**src/rtl/mem_stage_lsu.sv**
```systemverilog
// mem_stage_lsu: MEM stage of the 5-stage RV32I pipeline.
// Drives a req/gnt/rvalid data bus for loads and stores.
// Steers store bytes onto the bus lanes and extends load data.
// Drops misaligned accesses, stalls the pipe while the bus is busy,
// abandons an access after TIMEOUT_CYC cycles, and owns MEM/WB.
module mem_stage_lsu #(
  parameter int unsigned TIMEOUT_CYC = 255
) (
  input  logic        clk,
  input  logic        rst_n,
  input  logic        regwriteM,
  input  logic        memrwM,
  input  logic        memrdM,
  input  logic [1:0]  wbselM,
  input  logic [2:0]  funct3M,
  input  logic [4:0]  rdM,
  input  logic [31:0] ALUresM,
  input  logic [31:0] data_writeM,
  input  logic [31:0] pc4M,
  output logic        dbus_req,
  output logic        dbus_we,
  output logic [31:0] dbus_addr,
  output logic [31:0] dbus_wdata,
  output logic [3:0]  dbus_wstrb,
  input  logic        dbus_gnt,
  input  logic        dbus_rvalid,
  input  logic [31:0] dbus_rdata,
  output logic        stallM,
  output logic        regwriteW,
  output logic [4:0]  rdW,
  output logic [31:0] resultW,
  output logic        misalignW,
  output logic        buserrW
);

  localparam int unsigned CNT_W = ($clog2(TIMEOUT_CYC + 1) < 1) ? 1 : $clog2(TIMEOUT_CYC + 1);
  localparam logic [CNT_W-1:0] TO_LIMIT = CNT_W'(TIMEOUT_CYC);

  typedef enum logic [1:0] {
    IDLE   = 2'd0,
    REQ    = 2'd1,
    WAIT_R = 2'd2
  } lsuState_t;

  lsuState_t        state;
  lsuState_t        stateNext;
  logic [CNT_W-1:0] toCnt;

  logic        access;
  logic        misaligned;
  logic        misAccess;
  logic        alignedAccess;
  logic        timeoutHit;
  logic        reqComb;
  logic        stallComb;
  logic [1:0]  addrOff;
  logic [31:0] loadData;
  logic [31:0] resultNext;

  // H/HU need an even address, W (and any undefined funct3) needs word alignment.
  function automatic logic isMisaligned(input logic [2:0] f3, input logic [1:0] off);
    logic mis;
    case (f3)
      3'b000, 3'b100: mis = 1'b0;
      3'b001, 3'b101: mis = off[0];
      default:        mis = (off != 2'b00);
    endcase
    return mis;
  endfunction

  // Byte enables for a store of the given size at the given lane offset.
  function automatic logic [3:0] storeStrb(input logic [2:0] f3, input logic [1:0] off);
    logic [3:0] strb;
    case (f3)
      3'b000:  strb = 4'b0001 << off;
      3'b001:  strb = off[1] ? 4'b1100 : 4'b0011;
      default: strb = 4'b1111;
    endcase
    return strb;
  endfunction

  // Store data replicated across lanes so the strobes pick the right copy.
  function automatic logic [31:0] storeData(input logic [2:0] f3, input logic [31:0] d);
    logic [31:0] w;
    case (f3)
      3'b000:  w = {4{d[7:0]}};
      3'b001:  w = {2{d[15:0]}};
      default: w = d;
    endcase
    return w;
  endfunction

  // Select the addressed lane of the read word and sign/zero extend it.
  function automatic logic [31:0] loadExtend(input logic [2:0] f3, input logic [1:0] off,
                                             input logic [31:0] rd);
    logic [7:0]  b;
    logic [15:0] h;
    logic [31:0] r;
    case (off)
      2'b00:   b = rd[7:0];
      2'b01:   b = rd[15:8];
      2'b10:   b = rd[23:16];
      2'b11:   b = rd[31:24];
      default: b = 8'h00;
    endcase
    h = off[1] ? rd[31:16] : rd[15:0];
    case (f3)
      3'b000:  r = {{24{b[7]}}, b};
      3'b100:  r = {24'h000000, b};
      3'b001:  r = {{16{h[15]}}, h};
      3'b101:  r = {16'h0000, h};
      default: r = rd;
    endcase
    return r;
  endfunction

  assign addrOff       = ALUresM[1:0];
  assign access        = memrwM | memrdM;
  assign misaligned    = isMisaligned(funct3M, addrOff);
  assign misAccess     = access & misaligned;
  assign alignedAccess = access & ~misaligned;
  assign loadData      = loadExtend(funct3M, addrOff, dbus_rdata);

  // Bus handshake sequencing: request, stall and next-state decisions.
  always_comb begin
    stateNext  = state;
    reqComb    = 1'b0;
    stallComb  = 1'b0;
    timeoutHit = 1'b0;
    case (state)
      IDLE: begin
        if (alignedAccess) begin
          reqComb = 1'b1;
          if (dbus_gnt) begin
            if (memrwM) begin
              stallComb = 1'b0;
              stateNext = IDLE;
            end else begin
              stallComb = 1'b1;
              stateNext = WAIT_R;
            end
          end else begin
            stallComb = 1'b1;
            stateNext = REQ;
          end
        end else begin
          stateNext = IDLE;
        end
      end
      REQ: begin
        if (toCnt == TO_LIMIT) begin
          timeoutHit = 1'b1;
          stateNext  = IDLE;
        end else begin
          reqComb = 1'b1;
          if (dbus_gnt) begin
            if (memrwM) begin
              stallComb = 1'b0;
              stateNext = IDLE;
            end else begin
              stallComb = 1'b1;
              stateNext = WAIT_R;
            end
          end else begin
            stallComb = 1'b1;
            stateNext = REQ;
          end
        end
      end
      WAIT_R: begin
        if (toCnt == TO_LIMIT) begin
          timeoutHit = 1'b1;
          stateNext  = IDLE;
        end else if (dbus_rvalid) begin
          stateNext = IDLE;
        end else begin
          stallComb = 1'b1;
          stateNext = WAIT_R;
        end
      end
      default: begin
        stateNext = IDLE;
      end
    endcase
  end

  assign dbus_req   = reqComb;
  assign dbus_we    = reqComb & memrwM;
  assign dbus_addr  = reqComb ? {ALUresM[31:2], 2'b00} : 32'h0000_0000;
  assign dbus_wdata = (reqComb & memrwM) ? storeData(funct3M, data_writeM) : 32'h0000_0000;
  assign dbus_wstrb = (reqComb & memrwM) ? storeStrb(funct3M, addrOff) : 4'b0000;
  assign stallM     = stallComb;

  // Writeback value selection.
  always_comb begin
    resultNext = 32'h0000_0000;
    case (wbselM)
      2'b00:   resultNext = loadData;
      2'b01:   resultNext = ALUresM;
      2'b10:   resultNext = pc4M;
      2'b11:   resultNext = 32'h0000_0000;
      default: resultNext = 32'h0000_0000;
    endcase
  end

  // FSM state and timeout counter (counter runs only while the bus is owed a reply).
  always_ff @(posedge clk or negedge rst_n) begin
    if (!rst_n) begin
      state <= IDLE;
      toCnt <= '0;
    end else begin
      state <= stateNext;
      if (state == IDLE) begin
        toCnt <= '0;
      end else begin
        toCnt <= toCnt + CNT_W'(1);
      end
    end
  end

  // MEM/WB register: advances when not stalled, otherwise takes a bubble.
  always_ff @(posedge clk or negedge rst_n) begin
    if (!rst_n) begin
      regwriteW <= 1'b0;
      rdW       <= 5'd0;
      resultW   <= 32'h0000_0000;
      misalignW <= 1'b0;
      buserrW   <= 1'b0;
    end else if (!stallComb) begin
      regwriteW <= regwriteM & ~misAccess & ~timeoutHit;
      rdW       <= rdM;
      resultW   <= resultNext;
      misalignW <= misAccess & ~timeoutHit;
      buserrW   <= timeoutHit;
    end else begin
      regwriteW <= 1'b0;
      misalignW <= 1'b0;
      buserrW   <= 1'b0;
    end
  end

endmodule

```
**config.mk**
```make
export PLATFORM = sky130hd
export DESIGN_NAME = mem_stage_lsu
export DESIGN_NICKNAME = d
export VERILOG_FILES = /design/src/rtl/mem_stage_lsu.sv
export SDC_FILE = /design/constraint.sdc
export NUM_CORES = 1
export LEC_CHECK = 0
export ABC_AREA = 1
export BUFFER_PORTS_ARGS = -buffer_cell sky130_fd_sc_hd__clkbuf_2
export CAP_MARGIN = 20
export CORE_MARGIN = 10
export CORE_UTILIZATION = 35
export CTS_CLUSTER_SIZE = 12
export DETAILED_ROUTE_END_ITERATION = 8
export GPL_ROUTABILITY_DRIVEN = 0
export GPL_TIMING_DRIVEN = 0
export PLACE_DENSITY_LB_ADDON = 0.15
export SETUP_SLACK_MARGIN = 0.05
export SLEW_MARGIN = 20
export SYNTH_ARGS = -nofsm -noshare
export SYNTH_HDL_FRONTEND = slang
export SYNTH_SLANG_ARGS = --single-unit
```
**constraint.sdc**
```tcl
create_clock -name clk -period 1.9 [get_ports clk]
set_input_delay 0.38 -clock clk [delete_from_list [all_inputs] [get_ports clk]]
set_output_delay 0.38 -clock clk [all_outputs]
set_load 0.05 [all_outputs]
```
==> summary.md <==
| Metric | Value |
|---|---|
| Synth Instances | ~700 |
| Worst-path maximum fanout | 5 |
| Worst Setup Path Type | reg2out |
| Leakage | 0.004115 µW |
| Clock buffer depth | 2 |
| Final WS setup | -0.4755 ns |
| Final period util | 1.250 |
| Global-route usage over all layers | 0.2369 |
| Max layer used | met4 |
| Drt pass-1 iters | 5 |
| First-pass GRT wire length | between 30000 and 40000 µm |
| Setup Slack @ Placement | -0.5313 ns |
| Largest net degree at the start of global routing | 51 |
| Metal3 WL | about 1900 µm |
| RSZ-0062 raised after global routing | yes |
| Violated checks | setup timing |
| Final min period | 2.375 ns |
| Post-Syn Area per Cell | ~6 µm² |
| Post-DP Area | 6397 µm² |
| Synth cell types | 29 |
| Routed vias | 5850 |
| Register area share after synthesis | 0.2945 |
| Routed length on met2 | slightly above 10000 µm |
| Area occupied by multi-input gates | 3114 µm² |
| Slew HR | 0.5529 |
| CTS tree | done |
| Warnings from Yosys | 0 |
| Vias per cell | slightly above 5 |
| Worst Skew | roughly 0.0056 ns |
| Hold Buf Count CTS | 0 |
| Die area | ~17000 µm² |
| Mapped Area | approximately 4200 µm² |
| Critical R2R Capture | resultW[8] |
| Vias in the first global route | ~6000 |
| Gr ovfl total | 0 |
| Non-Filler Cell Area, Final | slightly below 8000 µm² |
| #FFs+latches synth | 50 |
| H-tree levels | 2 |
| Die width | about 130 µm |
| Pwr/cell area | 862.3 nW/µm² |
| Initial antenna violation count | 0 |
| Area growth syn-to-layout | 86.84% |
| Hold Vio Cnt, Final | 0 |
| Max Freq | between 400 and 500 MHz |
| Inserted Clock Buffers | 5 |
| ANT nets after route | 0 |
| Commonest non-fill, non-tap cells in the layout | 194 x nand2_1, 182 x clkbuf_2, 106 x nand3_1 |
| Startpoint Class | register |
| DR WL/cell | roughly 18 µm |
| I/O pin count | about 260 |
| FP Rows | 40 |
| Routed metal-1 wirelength | 8246 µm |
| Commonest non-fill, non-tap cell in the layout | nand2_1 |
| Final WL | roughly 21000 µm |
| I/O Buffers | 252 |
| Critical Path AT | 2.00 ns |
| Post-DP HPWL | 15850 µm |
| Antenna diodes | 0 |
| Maxcap violations | 0 |
| Die height | about 130 µm |
| Max IR drop VDD | between 400 and 500 µV |
| Reg2reg start | toCnt[0] |
| Post-route DRC | 0 |
| Fin nets | around 1200 |
| Initial core utilization | 0.3552 |
| Core area | 11960 µm² |
| Worst-Margin Slew | approximately 0.67 ns |
| Layout cells sized above 1 | 0.4218 |
| Clock Latency Late Sink | a little under 0.3 ns |
| Internal reg-to-reg setup slack | -0.23 ns |
| CTS sink count | 50 |
| Worst min-delay path class | in2async |
| Status | finished with violations |
| Worst Reg-to-Reg Cells | 15 |
| Slew Limit Fails | 0 |
| Kind of capture point of the worst setup path | primary output |
| Setup violations, final | roughly 110 |
| Final core utilization | 0.6637 |
| Clock Tree Root | clkbuf_16 |
| Filler cell count | roughly 1000 |
| Detailed Route Iter0 Violations | 437 |
| Reg clk slew, reported paths | 0.07 ns |
| Register area | between 1000 and 1500 µm² |
| Post-route setup TNS | -34.78 ns |
| Req. time, crit path | 1.52 ns |
worst max-delay path by stage:
stage	endpoint	slack, ns	startpoint	depth (start not counted)
after global routing	stallM	-0.56	toCnt[0]	11
after detailed placement	dbus_wdata[13]	-0.53	funct3M[1]	10
after floorplan	dbus_we	-0.11	toCnt[0]	9
after CTS	dbus_addr[14]	-0.48	toCnt[0]	11
final	dbus_addr[12]	-0.48	toCnt[0]	11
after global placement	dbus_wdata[30]	-0.55	funct3M[0]	10
critical path, stage by stage, from the launching register on:
cell	delay, ns
dfrtp_1	0.39
ha_2	0.20
nand2_2	0.08
nor2_4	0.04
nand2_2	0.08
nand2_4	0.07
nand2_8	0.09
clkinvlp_4	0.15
buf_12	0.19
buf_16	0.15
nor2_4	0.10
buf_8	0.16
flip-flops by register name (all words and copies together), names as in the netlist:
signal	count
buserrW	1
misalignW	1
rdW	5
regwriteW	1
resultW	32
state	2
toCnt	8
routing by layer:
layer	GRT usage	vias to the layer above
li1	-	2890
met1	0.2948	2678
met2	0.3990	256
met3	0.06166	26
met4	0.05754	0
met5	0	-
final cells by class:
type	count	area share
multi-input combinational	533	0.3923
timing repair buffer	295	0.3203
sequential	50	0.1576
inverter	92	0.04634
buffer	39	0.04129
tap	147	0.02317
clock buffer	6	0.01749
clock inverter	2	0.001576
metrics by stage:
stage / total power [µW] / hold WS, ns / std cells
2_1_floorplan: 4045 / 0.08441 / 716
3_3_place_gp: 4908 / 0.4505 / 1115
3_5_place_dp: 4926 / 0.4546 / 1115
4_1_cts: 6706 / 0.1777 / 1162
5_1_grt: 7184 / 0.2054 / 1164
6_report: 6846 / 0.1504 / 1164
cells in the mapped netlist (all sizes together):
master	instances	area, µm²
conb	1	3.750
o21ai	57	289.0
ha	5	62.56
a21oi	26	130.1
o211ai	14	105.1
nand3	108	553.0
nand4	3	18.77
nor3	5	30.03
o21bai	4	30.03
nand3b	2	15.01
nand2	206	778.2
dfrtp	50	1251
o21a	1	7.510
or2	9	56.30
clkinv	1	3.750
buf	20	130.1
nor3b	4	30.03
inv	91	341.6
clkbuf	22	82.58
nor2	86	330.3
logic make-up after synthesis:
| group | synth area share |
|---|---|
| simple gates | 0.4264 |
| buf+inv | 0.1313 |
| compound gates | 0.1322 |
| flops | 0.2945 |
| fa+ha+maj | 0.01472 |
| other cells | 0.0008825 |
power breakdown:
| part | internal, µW | switching, µW | leakage, µW |
|---|---|---|---|
| logic | 1680 | 2850 | 0.00340 |
| registers | 1290 | 123 | 0.000644 |
| clock network | 522 | 380 | 0.0000729 |
repair_timing:
| action | 4_1_cts | 5_1_grt |
|---|---|---|
| cloned | 8 | 1 |
| resized for setup | 186 | 84 |
| pin swaps | 19 | 8 |
| buffers inserted | 33 | 7 |
| endpoints found under the setup margin | 86 | 106 |
| hold endpoints to repair | 0 | 0 |
(Power assumes the default switching activity.)
